[src/rtl/mips_pkg.sv]
// mips_pkg: shared op/state encodings and op-class helpers for the multiply/divide unit.
package mips_pkg;
  typedef enum logic [1:0] {MDU_MULT, MDU_MULTU, MDU_DIV, MDU_DIVU} mdu_op_t;
  typedef enum logic [1:0] {IDLE, COMPUTE, FIX, WRITE} mdu_state_t;
  localparam int MDU_ITERS = 32;
  function automatic logic op_is_div(mdu_op_t o);
    return o == MDU_DIV || o == MDU_DIVU;
  endfunction
  function automatic logic op_is_signed(mdu_op_t o);
    return o == MDU_MULT || o == MDU_DIV;
  endfunction
endpackage

[src/rtl/mdu_step.sv]
// mdu_step: one combinational shift-add (multiply) or restoring shift-subtract (divide) iteration.
module mdu_step #(
  parameter int WIDTH = 32
) (
  input  logic [2*WIDTH-1:0] acc_i,
  input  logic [WIDTH-1:0]   b_i,
  input  logic               div_i,
  output logic [2*WIDTH-1:0] acc_o
);
  logic [WIDTH:0] sum, rem, diff;
  logic           ge;
  assign sum  = {1'b0, acc_i[2*WIDTH-1:WIDTH]} + {1'b0, b_i};
  // Shifted remainder needs an extra bit: it can reach almost 2*|b|.
  assign rem  = acc_i[2*WIDTH-1:WIDTH-1];
  assign ge   = rem >= {1'b0, b_i};
  assign diff = rem - {1'b0, b_i};
  assign acc_o = div_i ? (ge ? {diff[WIDTH-1:0], acc_i[WIDTH-2:0], 1'b1}
                             : {rem[WIDTH-1:0], acc_i[WIDTH-2:0], 1'b0})
                       : (acc_i[0] ? {sum, acc_i[WIDTH-1:1]} : {1'b0, acc_i[2*WIDTH-1:1]});
endmodule

[src/rtl/mult_div_unit.sv]
// mult_div_unit: iterative MULT/MULTU/DIV/DIVU on magnitudes with sign fix, driving HI/LO write ports.
// MULT_DIV_FAST_MULT_EN: multiplies use one combinational multiplier in FIX and skip COMPUTE.
module mult_div_unit
  import mips_pkg::*;
#(
  parameter int WIDTH = 32,
  parameter int ITERS = WIDTH
) (
  input  logic             clk,
  input  logic             reset,
  input  logic             start,
  input  logic [1:0]       op,
  input  logic [WIDTH-1:0] operand_a,
  input  logic [WIDTH-1:0] operand_b,
  input  logic             flush,
  output logic             busy,
  output logic             done,
  output logic             HI_write_enable,
  output logic             LO_write_enable,
  output logic [WIDTH-1:0] HI_write_data,
  output logic [WIDTH-1:0] LO_write_data
);
  localparam int CW = $clog2(ITERS + 1);
  mdu_state_t         state_q, state_d;
  mdu_op_t            op_q, op_in;
  logic [WIDTH-1:0]   a_q, bm_q, hi_q, lo_q, a_mag, b_mag;
  logic [2*WIDTH-1:0] acc_q, step_acc, prod, res;
  logic [CW-1:0]      cnt_q;
  logic               nq_q, nr_q, sa, sb, is_div;
  assign op_in = mdu_op_t'(op);
  assign is_div = op_is_div(op_q);
  assign sa = op_is_signed(op_in) & operand_a[WIDTH-1];
  assign sb = op_is_signed(op_in) & operand_b[WIDTH-1];
  assign a_mag = sa ? -operand_a : operand_a;
  assign b_mag = sb ? -operand_b : operand_b;
`ifdef MULT_DIV_FAST_MULT_EN
  localparam bit FAST = 1'b1;
  assign prod = {{WIDTH{1'b0}}, acc_q[WIDTH-1:0]} * {{WIDTH{1'b0}}, bm_q};
`else
  localparam bit FAST = 1'b0;
  assign prod = acc_q;
`endif
  mdu_step #(.WIDTH(WIDTH)) u_step (
    .acc_i(acc_q),
    .b_i  (bm_q),
    .div_i(is_div),
    .acc_o(step_acc)
  );
  // Divide by zero bypasses the sign fix and reports the raw dividend.
  assign res = !is_div ? (nq_q ? -prod : prod)
             : bm_q == '0 ? {a_q, {WIDTH{1'b1}}}
             : {nr_q ? -acc_q[2*WIDTH-1:WIDTH] : acc_q[2*WIDTH-1:WIDTH],
                nq_q ? -acc_q[WIDTH-1:0] : acc_q[WIDTH-1:0]};
  always_comb begin
    state_d = flush ? IDLE
            : state_q == IDLE ? (start ? (FAST && !op_is_div(op_in) ? FIX : COMPUTE) : IDLE)
            : state_q == COMPUTE ? (cnt_q == CW'(ITERS - 1) ? FIX : COMPUTE)
            : state_q == FIX ? WRITE : IDLE;
  end
  always_ff @(posedge clk or posedge reset) begin
    if (reset) begin
      state_q <= IDLE;
      op_q    <= MDU_MULT;
      a_q     <= '0;
      bm_q    <= '0;
      hi_q    <= '0;
      lo_q    <= '0;
      acc_q   <= '0;
      cnt_q   <= '0;
      nq_q    <= 1'b0;
      nr_q    <= 1'b0;
    end else begin
      state_q <= state_d;
      if (state_q == IDLE && start && !flush) begin
        op_q  <= op_in;
        a_q   <= operand_a;
        bm_q  <= b_mag;
        nq_q  <= sa ^ sb;
        nr_q  <= op_in == MDU_DIV && sa;
        acc_q <= {{WIDTH{1'b0}}, a_mag};
        cnt_q <= '0;
      end else if (state_q == COMPUTE) begin
        acc_q <= step_acc;
        cnt_q <= cnt_q + 1'b1;
      end else if (state_q == FIX) begin
        {hi_q, lo_q} <= res;
      end
    end
  end
  assign busy            = state_q != IDLE;
  assign done            = state_q == WRITE;
  assign HI_write_enable = done;
  assign LO_write_enable = done;
  assign HI_write_data   = hi_q;
  assign LO_write_data   = lo_q;
endmodule
[config.mk]
export PLATFORM = sky130hd
export DESIGN_NAME = mult_div_unit
export DESIGN_NICKNAME = d
export VERILOG_FILES = /design/src/rtl/mips_pkg.sv /design/src/rtl/mdu_step.sv /design/src/rtl/mult_div_unit.sv
export SDC_FILE = /design/constraint.sdc
export NUM_CORES = 1
export LEC_CHECK = 0
export BUFFER_PORTS_ARGS = -buffer_cell sky130_fd_sc_hd__buf_4
export CAP_MARGIN = 20
export CORE_MARGIN = 5
export CORE_UTILIZATION = 41
export CTS_CLUSTER_SIZE = 40
export DETAILED_ROUTE_END_ITERATION = 10
export GPL_TIMING_DRIVEN = 0
export MAX_ROUTING_LAYER = met4
export PLACE_DENSITY_LB_ADDON = 0.15
export SLEW_MARGIN = 20
export SYNTH_ARGS = -nofsm -noshare
export SYNTH_HDL_FRONTEND = slang
export SYNTH_SLANG_ARGS = --single-unit
[constraint.sdc]
create_clock -name clk -period 9.49 [get_ports clk]
set_input_delay 1.898 -clock clk [delete_from_list [all_inputs] [get_ports clk]]
set_output_delay 1.898 -clock clk [all_outputs]
set_load 0.02 [all_outputs]
---- Word level (Yosys, flattened, before mapping) ----
Cells that the tools add are included.
cells by class
  add/sub/neg operators ................... 8
  $lt $le $gt $ge ......................... 1
  equality and inequality tests ........... 7
  mux-type cells .......................... 20
  bitwise gates (word level) .............. 5
  reductions and logical operators ........ 12
operator list
  cell                 count
  $mux 64              8
  $mux 32              4
  $neg 32->32          4
  $neg 64->64          1
  $add 32x32->33       1
  $ge 33x32->1         1
  $logic_not 32->1     1
  $sub 32x32->32       1
  $mux 6               2
  $eq 2x2->1 const B   5
  $mux 2               5
  $add 6x1->6 const B  1
  $eq 6x5->1 const B   1
  $logic_not 2->1      2
  $reduce_bool 2->1    2
  $logic_and 1x1->1    3
  $reduce_and 3->1     1
  $and 1x1->1          2
  $eq 2x1->1 const B   1
  $logic_or 1x1->1     2
  $not 1->1            2
  $logic_not 1->1      1
  $mux 1               1
  $xor 1x1->1          1
storage, ports and cells
  flip-flop bits (word level) ............. 204
  bits of input ports ..................... 70
  logic and storage cells ................. 63

---- Logic depth before layout (Yosys ltp) ----
  depth after elaboration ................. 5
  mapped depth ............................ 14
  gate-level depth less buffers ........... 13

---- Hierarchy ----
Synthesis repeated with hierarchy kept, for this count alone.
unflattened totals
  cells, all modules ...................... 2189
  area total of the unflattened synthesis .. 17038.8 µm²
modules (own cells, without submodules)
  module         times used  cells each  area an instance (µm²)  seq. area each (µm²)
  mult_div_unit  1           1476        12140.4                 5079.9
  mdu_step       1           713         4898.4                  0.0

---- Least setup slack after synthesis ----
Ideal clock, no wire load.
  path kind ............................... input port to flip-flop
  start ................................... input operand_a[6]
  end ..................................... register acc_q[24]
  arrival time ............................ 4109 ps
  data required time ...................... 9357 ps
  path slack .............................. 5248 ps
  cell stages on the path ................. 8
  cells stage by stage .................... or4_1 > or2_2 > nor3_1 > nand2_1 > or4_1 > o41ai_1 > xor2_1 > o21ai_0
on the way
  word-level cells in the longest chain between the ends .. 3
ends and longest elaborated chain
  item                  line                 text
  start, declared       mult_div_unit.sv:13  input logic [WIDTH-1:0] operand_a,
  $neg 32->32           mult_div_unit.sv:34  assign a_mag = sa ? -operand_a : operand_a;
  $mux 32               mult_div_unit.sv:34
  $mux 64               mult_div_unit.sv:74  if (state_q == IDLE && start && !flush) begin
  end signal, assigned  mult_div_unit.sv:80  acc_q <= {{WIDTH{1'b0}}, a_mag};
  end signal, assigned  mult_div_unit.sv:83  acc_q <= step_acc;
  end, declared         mult_div_unit.sv:27  logic [2*WIDTH-1:0] acc_q, step_acc, prod, res;
No other way between the ends.
A chain may end at the register's enable or synchronous reset.

---- Worst setup path after layout ----
  start ................................... register acc_q[31]
  end ..................................... register acc_q[58]
on the way
  word-level cells in the longest chain between the ends .. 5
  elaborated cells on any way between the ends .. 6
ends and longest elaborated chain
  item                                            line                            text
  $sub 32x32->32 or $ge 33x32->1 (tied branches)  mdu_step.sv:16, mdu_step.sv:15
  $mux 64 * (2 in a row)                          mdu_step.sv:17                  assign acc_o = div_i ? (ge ? {diff[WIDTH-1:0], acc_i[WIDTH-2:0], 1'b1}
  $mux 64 *                                       mult_div_unit.sv:82             end else if (state_q == COMPUTE) begin
  $mux 64 *                                       mult_div_unit.sv:74
Mark *: on every way between the ends. The rest lies on a longest branch, timed or not. The select of a mux whose other input is x is not followed.

==> impl_metrics.csv <==
group,metric,value,unit
layout,nFillCells,4013,
flow_run,max-cap-violations,0,
detailed_routing,top_layer_used,"met4",
place,hpwlAfterDp,52.28,mm
timing,setup_violations,0,
timing,worst_pin_slew,1114,ps
worst_setup_path,crit_path_end_kind,"flop",
power,ir_drop,0.0001485,V
timing,min_period_over_period,0.5061,
timing,fin_skew,22.95,ps
detailed_routing,routedWlPerCell,23.79,um
clocking,ctsRootBufferMaster,"clkbuf_16",
worst_setup_path,cp_slowest_cell,"a221oi_1",
clocking,hold_buffers,0,
global_routing,grt-ovfl-total,0,
worst_setup_path,worstSetupPathType,"reg -> reg",
worst_setup_path,max_stage_delay,880,ps
timing,rsz0062_at_grt,"false",
hold_path,hold_path.class,"reg -> reg",
detailed_routing,ant_nets,0,
detailed_routing,drc,0,
worst_setup_path,path_cells,"inv_1 > ha_1 > inv_1 > fa_1 > a21o_1 > a221oi_1 > nor4_1 > o31ai_1 > a2111oi_0 > a211oi_1 > xor2_1 > o211ai_1 > a32o_1",
detailed_routing,dr_wl_met2,29.62,mm
worst_setup_path,cp_data_arrival_time,5250,ps
detailed_routing,via_per_inst,5.976,
floorplanning,initial_core_util,0.4121,
timing,fmax,208.2,MHz
floorplanning,rows,73,
layout,layout-drive-gt1-share,0.1004,
place,globalplace.congestion,0.9967,
timing,relSlewSlack,0.2383,
clocking,h-tree-depth,1,
timing,final_max_slew_viol_count,0,
synth,yosysTopAreaCell,"dfrtp_1",
floorplanning,dieArea,0.04384,mm^2
synth,synthTopCellsByArea,"dfrtp_1, nand2_1, o21ai_0",
synth,synth_enable_flop_cells,0,
layout,area_growth,15.95,%
clocking,clk_latency,570,ps
layout,final_cells,2796,
synth,seq_area_frac_synth,0.3117,
clocking,clockBufferDepth,3,
layout,utilization,0.4778,
power,leakage,8.179,nW
detailed_routing,num_vias,16710,
synth,synth_top_area_frac,0.3117,
layout,fin_nets,2394,
synth,synthFlopType,"dfrtp_1",
detailed_routing,wl_met3,4.646,mm
place,dp_cells,2749,
detailed_routing,wl_met1,30.39,mm
global_routing,antenna_found_initial,0,
run_status,status,"completed",
timing,hold_ws,471.0,ps
clocking,cts_resized,0,
floorplanning,die_width,209.4,um
global_routing,grt_max_degree,104,
clocking,clkTransAtPathRegs,60,ps
worst_setup_path,path_max_fanout,4,
worst_setup_path,crit_top_cell,"inv_1",
floorplanning,die_h,209.4,um
detailed_routing,first_pass_iters,5,
timing,period_needed,4803,ps
clocking,numCtsBuffers,27,
timing,finalHoldViolations,0,
floorplanning,io_pins,138,
synth,syn-mean-instance-area,7.817,um^2
place,io_buffers,137,
floorplanning,core,0.03955,mm^2
global_routing,grt_usage,0.2996,
global_routing,grt_pass1_wl,99.30,mm
clocking,cts_sinks,203,
global_routing,grt_pass1_vias,15770,
synth,yosysWarnings,0,
clocking,postCtsSetupRepairBufs,0,
worst_setup_path,crit_required,9930,ps
power,power.density,303.0,mW/mm^2
synth,synthCells,2085,
clocking,tritoncts,"built",
synth,ys_seq_elements,203,
synth,syn_nets,2226,
detailed_routing,drt_iter0_markers,1666,
worst_setup_path,critPathLaunchType,"flop",
synth,synth.distinct_cells,75,
synth,synth_area,0.01630,mm^2
detailed_routing,drt-total-wl,66.52,mm
synth,async_flop_share,1.000,
critical path, delay by kind of cell, from the launching register on:
family | cells | cell delay [ps]
simple gates | 1 | 150
fa+ha+maj | 2 | 650
compound gates | 7 | 2650
buf+inv | 2 | 340
xor+xnor | 1 | 380
flops | 1 | 510
metal layers:
layer | GRT usage | vias up
met5 | - | -
met4 | 0.07426 | 0
met3 | 0.04395 | 99
met2 | 0.4565 | 654
met1 | 0.4224 | 8200
li1 | - | 7755
cells by family (layout without fill, tap and decap cells):
family / count (synthesis) / in the layout / share of synthesized area
and+or+nand+nor: 694 / 694 / 0.1938
AOI/OAI and AO/OA: 645 / 645 / 0.2460
buffers and inverters: 221 / 406 / 0.05351
DFF: 203 / 203 / 0.3117
xor gates and xnor gates: 195 / 195 / 0.1048
adders and majority gates: 71 / 71 / 0.05543
muxes: 56 / 56 / 0.03478
other: 0 / 1 / 0
layout make-up:
| class | instances | area, um^2 | share of cell area |
|---|---|---|---|
| inverters | 71 | 274.0 | 0.01450 |
| repair buffers | 139 | 1084 | 0.05734 |
| flip-flops and latches | 203 | 5080 | 0.2688 |
| well taps | 525 | 656.9 | 0.03476 |
| clock buffers | 35 | 755.7 | 0.03999 |
| clock inverters | 11 | 93.84 | 0.004966 |
| plain buffers | 150 | 605.6 | 0.03204 |
| multi-input cells | 1661 | 10350 | 0.5475 |
| diodes | 1 | 2.502 | 0.0001324 |
cells in the mapped netlist, types with 10 or more instances:
master,number
nand2_1,320
dfrtp_1,203
o21ai_0,199
a21oi_1,164
nor2_1,159
clkbuf_1,125
xor2_1,113
xnor2_1,82
inv_1,70
ha_1,69
mux2i_1,51
o211ai_1,46
o31ai_1,40
nand3_1,35
nor3_1,28
a21o_1,26
nor4_1,26
a211oi_1,21
a31oi_1,17
nand2b_1,17
o21ai_1,17
or4_1,17
o41ai_1,16
nor2b_1,15
or3_1,15
o21bai_1,12
or2_2,12
and3_1,11
a22oi_1,10
buf_2,10
metrics by stage:
| stage | worst slack [ps] | setup TNS, ps | power (W) | cell area [um^2] |
|---|---|---|---|---|
| 2_1_floorplan | 2053 | 0 | 0.003546 | 16300 |
| 3_3_place_gp | -656.3 | -129260 | 0.004604 | 17980 |
| 3_5_place_dp | 4737 | 0 | 0.004631 | 18050 |
| 4_1_cts | 4714 | 0 | 0.005648 | 18900 |
| 5_1_grt | 4536 | 0 | 0.006066 | 18900 |
| 6_report | 4687 | 0 | 0.005727 | 18900 |
state kept, by name (all words and copies together) (netlist names):
signal / cells
acc_q: 64
HI_write_data: 32
LO_write_data: 32
a_q: 32
bm_q: 32
cnt_q: 6
state_q: 2
nq_q: 1
nr_q: 1
op_q: 1
where the power goes:
group          internal [W]  leakage, nW  switching (W)  total (W)
Sequential          0.00107         2.57       0.000301    0.00138
Clock              0.000583        0.411       0.000416    0.00100
Combinational       0.00122         5.20        0.00213    0.00335
final timing paths:
check | from | endpoint | slack, ps | cells after the start
min in group asynchronous | reset | LO_write_data[22] | 1210 | 2
min reg2reg | LO_write_data[6] | LO_write_data[6] | 470 | 2
min | LO_write_data[6] | LO_write_data[6] | 470 | 2
max in group asynchronous | reset | bm_q[12] | 7520 | 3
max | acc_q[31] | acc_q[58] | 4690 | 13
max reg2reg | acc_q[31] | acc_q[58] | 4690 | 13
cell usage in the layout, fill, tap and decap left out, drive strengths merged, types with 10 or more instances in the layout:
cell type  count
a21o          26
o21bai        12
and3          11
a21oi        164
inv           71
a22oi         10
or4           19
nor2b         15
xor2         113
xnor2         82
nand4         10
buf          164
nand2        320
o21ai        216
or2           15
nor3          30
nor4          26
a211oi        21
ha            69
dfrtp        203
o31ai         41
a31oi         17
o211ai        46
or3           17
clkbuf       160
nand3         36
o41ai         17
nor2         159
mux2i         51
nand2b        17
(Power assumes the default switching activity.)
